<file path="config.mk">
export PLATFORM = sky130hd
export DESIGN_NAME = odd_even_sort_seq
export DESIGN_NICKNAME = d
export VERILOG_FILES = /design/src/rtl/odd_even_sort_seq.sv
export SDC_FILE = /design/constraint.sdc
export NUM_CORES = 1
export LEC_CHECK = 0
export CORE_AREA = 2 2 173 107
export DETAILED_ROUTE_END_ITERATION = 8
export DIE_AREA = 0 0 175 109
export GPL_TIMING_DRIVEN = 0
export MAX_ROUTING_LAYER = met4
export REMOVE_ABC_BUFFERS = 1
export SYNTH_ARGS = -nofsm -noshare
export SYNTH_HDL_FRONTEND = slang
export SYNTH_SLANG_ARGS = --single-unit
</file>
<file path="constraint.sdc">
create_clock -name clk -period 2.67 [get_ports clk]
set_clock_uncertainty 0.05 [all_clocks]
set_input_delay 0.801 -clock clk [delete_from_list [all_inputs] [get_ports clk]]
set_output_delay 0.801 -clock clk [all_outputs]
set_load 0.05 [all_outputs]
</file>
<file path="src/rtl/odd_even_sort_seq.sv">
// Sequential odd-even transposition sorter.
// A vector is loaded on the input handshake. Each cycle in SORT applies one
// phase. After NUM phases the sorted vector is held until the consumer takes it.

// One compare-swap lane: x gets the element that belongs at the lower index.
module oes_cswap #(
  parameter int DW   = 8,
  parameter int MODE = 0
) (
  input  logic [DW-1:0] a,
  input  logic [DW-1:0] b,
  output logic [DW-1:0] x,
  output logic [DW-1:0] y
);
  logic swap;

  // Unsigned strict compare, so equal elements keep their order.
  assign swap = (MODE == 0) ? (a > b) : (a < b);
  assign x    = swap ? b : a;
  assign y    = swap ? a : b;
endmodule

module odd_even_sort_seq #(
  parameter int DW   = 8,
  parameter int NUM  = 8,
  parameter int MODE = 0
) (
  input  logic              clk,
  input  logic              rst,
  input  logic              in_valid,
  output logic              in_ready,
  input  logic [DW*NUM-1:0] in_data,
  output logic              out_valid,
  input  logic              out_ready,
  output logic [DW*NUM-1:0] out_data,
  output logic              busy,
  output logic [15:0]       sort_cnt
);
  // Holds the value NUM without wrapping, so the count ends at NUM.
  localparam int CW = $clog2(NUM + 1);

  typedef enum logic [1:0] {IDLE, SORT, DONE} state_t;

  state_t                     state, state_nxt;
  logic [CW-1:0]              phase;
  logic [NUM-1:0][DW-1:0]     vec;
  logic [NUM-1:0][DW-1:0]     vec_phase;
  logic [NUM-2:0]             pair_act;
  logic [NUM-2:0][DW-1:0]     cs_lo;
  logic [NUM-2:0][DW-1:0]     cs_hi;
  logic                       last_phase;

  // One lane for each adjacent pair (j, j+1).
  // A lane is used on even phases when j is even, and on odd phases when j is odd.
  for (genvar j = 0; j < NUM - 1; j++) begin : g_pair
    assign pair_act[j] = (phase[0] == 1'(j % 2));
    oes_cswap #(.DW(DW), .MODE(MODE)) u_cs (
      .a (vec[j]),
      .b (vec[j+1]),
      .x (cs_lo[j]),
      .y (cs_hi[j])
    );
  end

  // Each element belongs to at most one active pair in a phase.
  // An element in no active pair, such as an unpaired end element, passes through.
  for (genvar k = 0; k < NUM; k++) begin : g_elem
    if (k == 0) begin : g_first
      assign vec_phase[k] = pair_act[0] ? cs_lo[0] : vec[0];
    end else if (k == NUM - 1) begin : g_last
      assign vec_phase[k] = pair_act[k-1] ? cs_hi[k-1] : vec[k];
    end else begin : g_mid
      assign vec_phase[k] = pair_act[k-1] ? cs_hi[k-1] :
                            (pair_act[k] ? cs_lo[k] : vec[k]);
    end
  end

  assign last_phase = (phase == CW'(NUM - 1));

  // State register.
  always_ff @(posedge clk) begin
    if (rst) state <= IDLE;
    else     state <= state_nxt;
  end

  // Next state.
  // SORT always runs NUM phases, so latency does not depend on the data.
  always_comb begin
    state_nxt = state;
    case (state)
      IDLE:    if (in_valid)   state_nxt = SORT;
      SORT:    if (last_phase) state_nxt = DONE;
      DONE:    if (out_ready)  state_nxt = IDLE;
      default:                 state_nxt = IDLE;
    endcase
  end

  // Datapath: load on accept, one phase per SORT cycle, count output handshakes.
  always_ff @(posedge clk) begin
    if (rst) begin
      phase    <= '0;
      vec      <= '0;
      sort_cnt <= '0;
    end else begin
      case (state)
        IDLE: if (in_valid) begin
          vec   <= in_data;
          phase <= '0;
        end
        SORT: begin
          vec   <= vec_phase;
          phase <= phase + 1'b1;
        end
        DONE: if (out_ready) sort_cnt <= sort_cnt + 16'd1;
        default: ;
      endcase
    end
  end

  assign in_ready  = (state == IDLE);
  assign out_valid = (state == DONE);
  assign busy      = (state == SORT);
  assign out_data  = vec;
endmodule

</file>
# After elaboration in Yosys (flattened, before gate mapping)
# Cells that the tools add are included.
# classes
addsub	2
magnitude_cmp	7
n_eq_ne	16
mux	30
n_reduce_logical	13
# op_table
operator	n
$mux W8	22
$pmux W64 S2	1
$mux W64	1
$gt A8 B8 Y1	7
$reduce_and A4 Y1	8
$add A16 B1 Y16 const B	1
$ne A3 B1 Y1 const B	4
$ne A3 B2 Y1 const B	3
$ne A2 B1 Y1 const B	4
$pmux W4 S2	1
$mux W2	3
$pmux W2 S3	1
$add A4 B1 Y4 const B	1
$eq A4 B3 Y1 const B	1
$mux W4	1
$ne A2 B2 Y1 const B	2
$reduce_and A2 Y1	2
$reduce_and A3 Y1	1
$eq A2 B1 Y1 const B	1
$eq A2 B2 Y1 const B	1
$logic_not A2 Y1	1
$reduce_bool A2 Y1	1
# totals
register_bits	86
inputBits	68
output_inout_bits	83
word_cells	79

# Longest topological paths before layout
# logic_depth
ltp_word	4
mapped_depth	9
mapped_depth_nobuf	8

# By module
# A second synthesis with hierarchy kept.
# hier_totals
hier_cells	838
hier_area_um2	7589.8
# by_module_without_submodules
mod	instances	cells_each	area_per_inst_um2	seq_area_each_um2
odd_even_sort_seq	1	530	4252.8	1721.7
oes_cswap	7	44	476.7	0.0

# Worst setup path before layout
# OpenSTA, ideal clock, no wires.
# synth_path
kind	register -> register
startpoint	register vec, in the netlist out_data[45]
endpoint	register vec, in the netlist out_data[32]
t_arrival_ns	2.335
required_time_ns	2.533
path_slack_ns	0.197
path_stages_with_launch	10
n_path_buf	1
period_less_slack_ns	2.473
cell_sequence	dfxtp_1 > inv_1 > ha_1 > a211oi_2 > nor2_1 > or3_4 > a31oi_4 > buf_6 > nor2_2 > o31ai_1
# synth_via
elab_chain_cells	3
# synth_rtl
item	line	text
start, declared	46	logic [NUM-1:0][DW-1:0] vec;
start signal, assigned	107	vec <= in_data;
start signal, assigned	111	vec <= vec_phase;
$gt A8 B8 Y1	18	assign swap = (MODE == 0) ? (a > b) : (a < b);
$ne A3 B1 Y1 (no source line)	--	
$reduce_and A4 Y1 (no source line)	--	
# Every way passes these cells.
# A chain may end at the register's enable or synchronous reset.

# Final worst setup path
# layout_path
startpoint	input in_valid
endpoint	register vec, in the netlist out_data[37]
# layout_via
elab_chain_cells	2
# layout_rtl
item	line	text
start, declared	30	input logic in_valid,
$ne A2 B2 Y1 (no source line)	--	
$reduce_and A4 Y1 (no source line)	--	
# Every way passes these cells.

==> impl_metrics.py <==
metrics = {
    "run_status": {
        "status": "finished clean",
    },
    "logic_synthesis": {
        "synth_xor_area_share_pct": 1.732,
        "synth_cell_types": 57,
        "ys_ff_latch": 86,
        "synthFlopType": "dfxtp_1",
        "synthAdderAreaFrac_pct": 11.96,
        "synth_area_per_cell_um2": 8.393,
        "synth_top_family_by_area": "compound AO/OA/AOI/OAI gates",
        "synth-seq-area-share_pct": 28.37,
        "synth_cells": 723,
        "yosys_warnings": 0,
        "synth_compound_area_share_pct": 22.08,
        "synth_async_sr_flop_share_pct": 0,
        "synth_edf_count": 0,
        "synthSimpleGateAreaFrac_pct": 19.24,
        "synthMuxAreaShare_pct": 9.237,
        "syn_area_um2": 6068,
    },
    "cells_and_area": {
        "fin_cells": 1104,
        "final_core_util_pct": 46.68,
        "layout_common_cells": "146 x clkdlybuf4s50_1, 94 x nor2_1, 83 x dfxtp_1, 69 x a21oi_1, 60 x inv_1",
        "area.growth.synth_to_final_pct": 35.69,
        "multi_input_area_um2": 3963,
        "drive_gt1_share_pct": 7.292,
        "seq_area_um2": 1728,
        "nFillCells": 1716,
        "nets": 985,
        "final_common_cell": "clkdlybuf4s50_1",
        "n_antenna_cell": 0,
    },
    "worst_hold_path": {
        "min_from": "sort_cnt[9]$_SDFFE_PP0P_",
        "hp-class": "flip-flop to flip-flop",
        "hold_path_end": "sort_cnt[9]$_SDFFE_PP0P_",
        "holdPathStages": 2,
    },
    "die": {
        "die-area_um2": 19080,
        "initial_core_util_pct": 34.40,
        "die_w_um": 175,
        "top_level_ports": 151,
        "rows": 38,
        "die_h_um": 109,
        "core_um2": 17640,
    },
    "sta": {
        "setup_tns_ns": 0,
        "finalSetupViolCount": 0,
        "whs_ns": 0.4734,
        "tightest_slew_ns": 0.9844,
        "fmax_mhz": 386.9,
        "finalCritPeriodShare_pct": 96.81,
        "fin_crit_ns": 2.585,
        "hold_violations": 0,
        "slew_viol_final": 0,
        "relSlewSlack_pct": 34.37,
    },
    "setup_path": {
        "regToRegEndpoint": "out_data[61]$_SDFFE_PP0P_",
        "arrival_ns": 2.80,
        "start_kind": "input port",
        "worst_setup_path_end_kind": "flip-flop",
        "r2r_cells": 9,
        "worstSetupPathType": "input port to flip-flop",
        "cp.required_ns": 2.89,
        "r2r-start": "out_data[62]$_SDFFE_PP0P_",
        "rrSetupSlack_ns": 0.12,
        "cp_max_fo": 20,
    },
    "power": {
        "seqPwrFrac_pct": 23.0,
        "power_switching_mw": 4.732,
        "vdd_ir_drop_max_mv": 0.5630,
        "power.share.combinational_pct": 63.4,
        "pwr-share-clk_pct": 13.7,
        "p_int_mw": 4.428,
        "swShare_pct": 51.66,
        "power_density_nw_per_um2": 1112,
        "leakage_nw": 2.968,
    },
    "cts": {
        "cts_tree": "built",
        "htree_levels": 3,
        "clk_latency_ns": 0.35,
        "path_clk_slew_ns": 0.07,
        "clock_sinks": 86,
        "ctsHoldBuffers": 0,
        "cts_buffers": 9,
        "cts_buffer_depth": 2,
        "clock_tree.root_cell": "clkbuf_16",
    },
    "global_routing": {
        "globalRouteOverflowTotal": 0,
        "grt_max_degree": 72,
        "grt_pass1_vias": 5510,
        "grt_pass1_wl_um": 31740,
        "grt.total_usage_pct": 21.92,
        "grt_antenna_before_repair": 0,
    },
    "route": {
        "post-route-drc-count": 0,
        "num_vias": 5859,
        "wire_per_inst_um": 18.35,
        "ant_nets": 0,
        "dr.first_iter.drc_count": 435,
        "wirelength_um": 20260,
        "drt_pass1_iterations": 5,
        "routed_via_density": 5.307,
    },
    "placement": {
        "place.port_buffers": 150,
        "place_inst": 1070,
        "gp_congestion": 0.8074,
        "dp_hpwl_um": 14030,
    },
    "job": {
        "cap_viol_max_count": 0,
    },
}
-- registers in the layout, summed over array words and instances (netlist names) --
register,flops
out_data,64
phase,4
sort_cnt,16
state,2
-- what timing repair did --
action	CTS	global route
buffers inserted	3	11
endpoints found under the setup margin	45	57
gates cloned	3	1
resized for setup	6	5
pin swaps	3	5
-- critical path, stage by stage --
cell	delay, ns
clkdlybuf4s50_1	0.51
nand2_2	0.29
nand2_4	0.24
a31oi_4	0.05
buf_12	0.16
buf_4	0.16
or4_1	0.49
o31ai_1	0.09
-- per-layer routing --
metal,vias up,share of wire [%],track usage [%]
li1,2954,-,-
met1,2729,56,34.10
met2,168,38,28.88
met3,8,5.3,4.219
met4,0,0.50,3.333
met5,-,0,-
-- cell usage after synthesis, types with 10 or more instances --
master / instances / share of area, %
ha_1: 58 / 12
a211o_1: 10 / 1.4
nor2b_1: 10 / 1.0
dfxtp_1: 86 / 28
nand4_1: 15 / 1.5
clkbuf_1: 27 / 1.7
o31ai_1: 47 / 5.8
nor2_1: 94 / 5.8
mux2i_1: 56 / 9.2
a21oi_1: 69 / 5.7
o21ai_0: 17 / 1.4
nand2_1: 17 / 1.1
inv_1: 60 / 3.7
or4_1: 40 / 4.9
-- layout make-up --
type | instances | share of cell area, %
tap | 240 | 3.647
sequential | 86 | 20.98
clock inverter | 5 | 0.4103
clock buffer | 11 | 3.069
inverter | 61 | 2.842
timing repair buffer | 167 | 20.92
multi-input combinational | 534 | 48.12
-- per-stage QoR --
stage	power, mW	instance area, µm²	setup slack, ns
after floorplan	5.673	5854	-2.011
after global placement	7.438	7656	-3.250
after detailed placement	7.466	7720	-0.4867
after CTS	8.837	8089	-0.05932
after global routing	9.761	8234	-0.01904
final	9.159	8234	0.08505
-- power by group through the flow --
stage,Combinational (mW),Sequential [mW],Clock [mW]
floorplan,2.66,3.01,0
finish,5.81,2.10,1.25
global placement,5.31,2.13,0
detailed placement,5.34,2.12,0
global route,6.27,2.16,1.33
CTS,5.46,2.10,1.27
-- how the worst max path moves through the flow --
stage | from | slack, ns | to
3_3_place_gp | state[1]$_SDFFE_PP0P_ | -3.25 | busy
2_1_floorplan | state[1]$_SDFFE_PP0P_ | -2.01 | out_data[56]$_SDFFE_PP0P_
3_5_place_dp | in_valid | -0.49 | out_data[17]$_SDFFE_PP0P_
5_1_grt | in_valid | -0.02 | out_data[31]$_SDFFE_PP0P_
6_report | in_valid | 0.09 | out_data[37]$_SDFFE_PP0P_
4_1_cts | state[1]$_SDFFE_PP0P_ | -0.06 | busy
-- cells by family (layout without fill, tap and decap cells) --
family / Yosys count / after routing
buf+inv: 106 / 244
xor+xnor: 12 / 12
flops: 86 / 86
mux: 56 / 56
compound gates: 191 / 192
fa+ha+maj: 58 / 58
simple gates: 214 / 216
(Power assumes the default switching activity.)
